<file path="config.mk">
export PLATFORM = sky130hd
export DESIGN_NAME = pe_port_requester
export DESIGN_NICKNAME = d
export VERILOG_FILES = /design/src/rtl/pe_port_requester.sv
export SDC_FILE = /design/constraint.sdc
export NUM_CORES = 1
export LEC_CHECK = 0
export BUFFER_PORTS_ARGS = -buffer_cell sky130_fd_sc_hd__buf_2
export CAP_MARGIN = 5
export CORE_MARGIN = 4
export CORE_UTILIZATION = 54
export DETAILED_ROUTE_END_ITERATION = 6
export PLACE_DENSITY = 0.77
export SYNTH_ARGS = -nofsm -noshare
export SYNTH_HDL_FRONTEND = slang
export SYNTH_SLANG_ARGS = --single-unit
</file>
<file path="constraint.sdc">
create_clock -name clk -period 3.3 [get_ports clk]
set_input_delay 0.66 -clock clk [delete_from_list [all_inputs] [get_ports clk]]
set_output_delay 0.66 -clock clk [all_outputs]
set_load 0.03 [all_outputs]
</file>
<file path="src/rtl/pe_port_requester.sv">
// Engine-side initiator for one LVT memory port: registers the port strobes and returns
// read data in issue order through a response FIFO. Read issue is limited by credits.
module pe_port_requester #(
    parameter int index_width     = 8,
    parameter int data_width      = 64,
    parameter int read_latency    = 3,
    parameter int max_outstanding = 4
) (
    input  logic                   clk,
    input  logic                   reset,
    input  logic                   req_valid,
    output logic                   req_ready,
    input  logic                   req_write,
    input  logic [index_width-1:0] req_addr,
    input  logic [data_width-1:0]  req_kandv,
    output logic                   port_wen,
    output logic                   port_ren,
    output logic [index_width-1:0] port_addr,
    output logic [data_width-1:0]  port_write_kandv,
    input  logic [data_width-1:0]  port_read_kandv,
    output logic                   rsp_valid,
    input  logic                   rsp_ready,
    output logic [data_width-1:0]  rsp_kandv,
    output logic                   busy
);
    localparam int CNT_W = $clog2(max_outstanding + 1);
    localparam int PTR_W = (max_outstanding > 1) ? $clog2(max_outstanding) : 1;
    localparam logic [CNT_W-1:0] MAX_CNT  = CNT_W'(max_outstanding);
    localparam logic [PTR_W-1:0] PTR_LAST = PTR_W'(max_outstanding - 1);

    logic                    port_wen_q, port_wen_d;
    logic                    port_ren_q, port_ren_d;
    logic [index_width-1:0]  port_addr_q, port_addr_d;
    logic [data_width-1:0]   port_wdata_q, port_wdata_d;
    logic [read_latency-1:0] rd_vld_q, rd_vld_d;
    logic [CNT_W-1:0]        credit_q, credit_d;
    logic [CNT_W-1:0]        fill_q, fill_d;
    logic [PTR_W-1:0]        wr_ptr_q, wr_ptr_d;
    logic [PTR_W-1:0]        rd_ptr_q, rd_ptr_d;
    logic [data_width-1:0]   fifo_mem [max_outstanding];
    logic                    accept, accept_rd, accept_wr, push, pop, full;

    // A credit covers a read from acceptance until its response is popped.
    assign req_ready = !reset && (req_write || (credit_q < MAX_CNT));
    assign accept    = req_valid && req_ready;
    assign accept_rd = accept && !req_write;
    assign accept_wr = accept && req_write;
    assign push      = rd_vld_q[read_latency-1];
    assign pop       = rsp_valid && rsp_ready;
    assign full      = (fill_q == MAX_CNT);

    assign port_wen         = port_wen_q;
    assign port_ren         = port_ren_q;
    assign port_addr        = port_addr_q;
    assign port_write_kandv = port_wdata_q;
    assign rsp_valid        = (fill_q != '0);
    assign rsp_kandv        = fifo_mem[rd_ptr_q];
    assign busy             = (credit_q != '0);

    assign rd_vld_d[0] = port_ren_q;
    genvar gi;
    generate
        for (gi = 1; gi < read_latency; gi++) begin : g_rd_vld
            assign rd_vld_d[gi] = rd_vld_q[gi-1];
        end
    endgenerate

    always_comb begin
        port_wen_d   = accept_wr;
        port_ren_d   = accept_rd;
        port_addr_d  = accept ? req_addr : port_addr_q;
        port_wdata_d = accept_wr ? req_kandv : port_wdata_q;

        credit_d = credit_q;
        if (accept_rd && !pop) begin
            credit_d = credit_q + 1'b1;
        end else if (pop && !accept_rd) begin
            credit_d = credit_q - 1'b1;
        end

        fill_d = fill_q;
        if (push && !pop) begin
            fill_d = fill_q + 1'b1;
        end else if (pop && !push) begin
            fill_d = fill_q - 1'b1;
        end

        wr_ptr_d = wr_ptr_q;
        if (push) begin
            wr_ptr_d = (wr_ptr_q == PTR_LAST) ? '0 : wr_ptr_q + 1'b1;
        end
        rd_ptr_d = rd_ptr_q;
        if (pop) begin
            rd_ptr_d = (rd_ptr_q == PTR_LAST) ? '0 : rd_ptr_q + 1'b1;
        end
    end

    always_ff @(posedge clk) begin
        if (reset) begin
            port_wen_q   <= 1'b0;
            port_ren_q   <= 1'b0;
            port_addr_q  <= '0;
            port_wdata_q <= '0;
            rd_vld_q     <= '0;
            credit_q     <= '0;
            fill_q       <= '0;
            wr_ptr_q     <= '0;
            rd_ptr_q     <= '0;
        end else begin
            port_wen_q   <= port_wen_d;
            port_ren_q   <= port_ren_d;
            port_addr_q  <= port_addr_d;
            port_wdata_q <= port_wdata_d;
            rd_vld_q     <= rd_vld_d;
            credit_q     <= credit_d;
            fill_q       <= fill_d;
            wr_ptr_q     <= wr_ptr_d;
            rd_ptr_q     <= rd_ptr_d;
        end
    end

    // When full, the write slot equals the head slot; the head is consumed this same edge.
    always_ff @(posedge clk) begin
        if (push && !reset) begin
            fifo_mem[wr_ptr_q] <= port_read_kandv;
        end
    end

    always_ff @(posedge clk) begin
        if (!reset) begin
            assert (!(push && full && !pop))
                else $error("pe_port_requester: push into full response FIFO");
        end
    end
endmodule

</file>
==> results.json <==
{
  "outcome": "completed",
  "layoutNonFillerInstCount": 1353,
  "cts.repair_timing.setup_buffer_count": 0,
  "htree_levels": 2,
  "synth.largest_area_cell": "edfxtp_1",
  "number_of_buffers_inserted_by_port_buffering": 281,
  "post_synth_inst_count": 713,
  "count_of_vias_placed_by_the_detailed_router": 7121,
  "io-pin-count": 282,
  "hold_violations": 0,
  "timing.critical_path.from_type": "flop",
  "power_density_nw_per_um2": 705,
  "synthFlopType": "edfxtp_1",
  "netlist.area_leader.share": 0.612,
  "hold_path_class": "input port to flop",
  "rows": 55,
  "post_synth.cell_area_avg_um2": 17.6,
  "drv_slew": 0,
  "grt_first_pass_wirelength_um": 40600,
  "core_region_area_um2": 22800,
  "number_of_design_rule_violations_left_after_detail_routing": 0,
  "fp.dieW_um": 161,
  "critPathArrivalTime_ns": 2.17,
  "first_iter_violations": 447,
  "synth.distinct_cells": 25,
  "clk_transition_reported_paths_ns": 0.06,
  "synth-edff-count": 256,
  "crit_path_cell_trace": "buf_12 > mux4_2 > buf_2",
  "place.detailed.instances": 1284,
  "timing.max_slew.rel_slack": 0.496,
  "cts_resized": 0,
  "die_area_um2": 25800,
  "number_of_search_and_repair_iterations_in_the_first_detailed_routing_pass": 4,
  "min_period_over_period": 0.858,
  "synth.area.top_cells": "edfxtp_1 61%, dfxtp_1 14%, mux4_2 11%",
  "die_h_um": 161,
  "timing.critical_path.slowest_stage_cell": "dfxtp_4",
  "maxClockFrequency_ghz": 0.353,
  "critical_path.endpoint_type": "output pin",
  "worstSkewPairLatency_ns": 0.51,
  "hold_buffers": 0,
  "post_drt_via_cell_ratio": 5.26,
  "p_leak_nw": 5.71,
  "tritoncts.num_buffers": 35,
  "setup_viol": 0,
  "synthesis.nets": 863,
  "drv_cap": 0,
  "first_global_vias": 7474,
  "post_route_cells_drive_above_1_share": 0.411,
  "cts_tree": "yes",
  "antenna_violating_nets_post_route": 0,
  "ys_ff_latch": 345,
  "finalNetCount": 1158,
  "floorplan.initialDensity": 0.551,
  "weighted_congestion_reported_at_the_end_of_routability_driven_placement": 0.763,
  "grt_antenna_before_repair": 4,
  "worstPathBufferInverterCount": 2,
  "cell_area_synth_um2": 12600,
  "yosys_warnings": 0,
  "dpl.hpwl_um": 16100,
  "clock_path_buffers": 3,
  "gr_overflow_total": 0,
  "vdd_ir_drop_max_uv": 459,
  "worst-slew-pin-transition_ns": 0.755,
  "finalCriticalPeriod_ns": 2.83,
  "crit_family": "flip-flops",
  "rsz_0062_raised_after_global_routing": "no",
  "critical_path_peak_fanout": 32,
  "wire_per_inst_um": 19.0,
  "worst_ep_required_time_ns": 2.64,
  "grt_max_degree": 74,
  "clock-sinks": 345,
  "crit_type": "flop to output pin",
  "ys_async_sr_fraction": 0,
  "clockRootBuffer": "clkbuf_16",
  "detail_route.wirelength_um": 25700,
  "finalSetupTns_ns": 0,
  "area_growth_pct": 23.1,
  "synth_sequential_area_ratio": 0.754,
  "final.setup_skew_ns": 0.0234,
  "timing.critical_path.slowest_cell_delay_ns": 0.57,
  "groute.usage.overall": 0.198
}
## layout by cell type (no fill, tap or decap), types with 5 or more instances in the layout
cell type | synthesis | final
buf_2 | 9 | 281
edfxtp_1 | 256 | 256
nand2_1 | 129 | 129
dfxtp_1 | 89 | 87
a21oi_1 | 68 | 68
mux4_2 | 64 | 64
clkbuf_16 | 0 | 36
nor2b_1 | 11 | 11
clkbuf_1 | 7 | 11
nor2_1 | 10 | 10
buf_4 | 15 | 9
mux2_4 | 8 | 8
ha_1 | 7 | 7
buf_12 | 0 | 6
diode_2 | 0 | 5
inv_1 | 6 | 5
or3_1 | 5 | 5
mux2i_1 | 5 | 5
## worst paths after layout
path | from | endpoint | slack [ns] | cells past startpoint
max reg2reg | fill_q[1] | fill_q[2] | 0.90 | 7
min reg2reg | rd_vld_q[1] | rd_vld_q[2] | 0.45 | 1
max | flop | rsp_kandv[40] | 0.47 | 3
min | port_read_kandv[10] | fifo_mem[2][10] | 0.36 | 1
## cell usage after synthesis, types with 2 or more instances
cell and number:
xor2_1 4, mux4_2 64, nor2b_1 11, ha_1 7, mux2_4 8, o21ai_0 2, buf_4 15, buf_6 7
clkbuf_1 7, or3_1 5, nand2_1 129, and2_1 4, fa_1 2, buf_2 9, edfxtp_1 256, mux2i_1 5
a21oi_1 68, nor2_1 10, inv_1 6, dfxtp_1 89
## final cells by class
type                    count  area, µm²
repair buffers            296       1590
clock buffers              48        956
flip-flops and latches    345       9470
fillers                  1531       7310
inverters                   7       26.3
diodes                      5       12.5
clock inverters            16        201
multi-input cells         323       2810
well taps                 313        392
## state kept, by name, indices dropped and copies added, names as in the netlist, named ones only
register	flops
wr_ptr_q	2
fifo_mem	256
fill_q	3
port_ren	1
port_addr	8
port_write_kandv	64
rd_vld_q	3
port_wen	1
credit_q	3
rd_ptr_q	2
## per-stage QoR
step                      utilization  area [µm²]  setup WS [ns]  power [W]  hold slack [ns]
final                           0.679       15500          0.467     0.0109            0.358
after detailed placement        0.628       14300          0.716    0.00708            0.440
after global placement          0.628       14300          0.767    0.00706            0.416
after floorplan                     -       12600          0.364    0.00653            0.414
after global routing            0.679       15500          0.330     0.0113            0.341
after CTS                       0.679       15500          0.398     0.0110            0.333
## where the power goes
group | switching, W | total (W) | internal (W)
combinational | 0.00124 | 0.00211 | 0.000870
clock | 0.00158 | 0.00394 | 0.00236
sequential | 0.000113 | 0.00486 | 0.00474
total | 0.00293 | 0.0109 | 0.00798
## cell families after synthesis
| group | synth area share |
|---|---|
| flip-flops | 0.754 |
| multiplexers | 0.128 |
| buffers and inverters | 0.0230 |
| adder cells (fa/ha/maj) | 0.0102 |
| AND/OR/NAND/NOR | 0.0527 |
| XOR/XNOR | 0.00279 |
| AO/OA/AOI/OAI | 0.0292 |
## metal layers
| metal | up-vias | GRT usage | wire, µm | part of all wire |
|---|---|---|---|---|
| met5 | - | 0 | 11 | 0.00043 |
| met4 | 2 | 0.0602 | 472 | 0.018 |
| met3 | 35 | 0.0603 | 2340 | 0.091 |
| met2 | 280 | 0.322 | 12800 | 0.50 |
| met1 | 3517 | 0.261 | 10100 | 0.39 |
| li1 | 3287 | - | - | - |
Power figures use the tool's default switching activity.
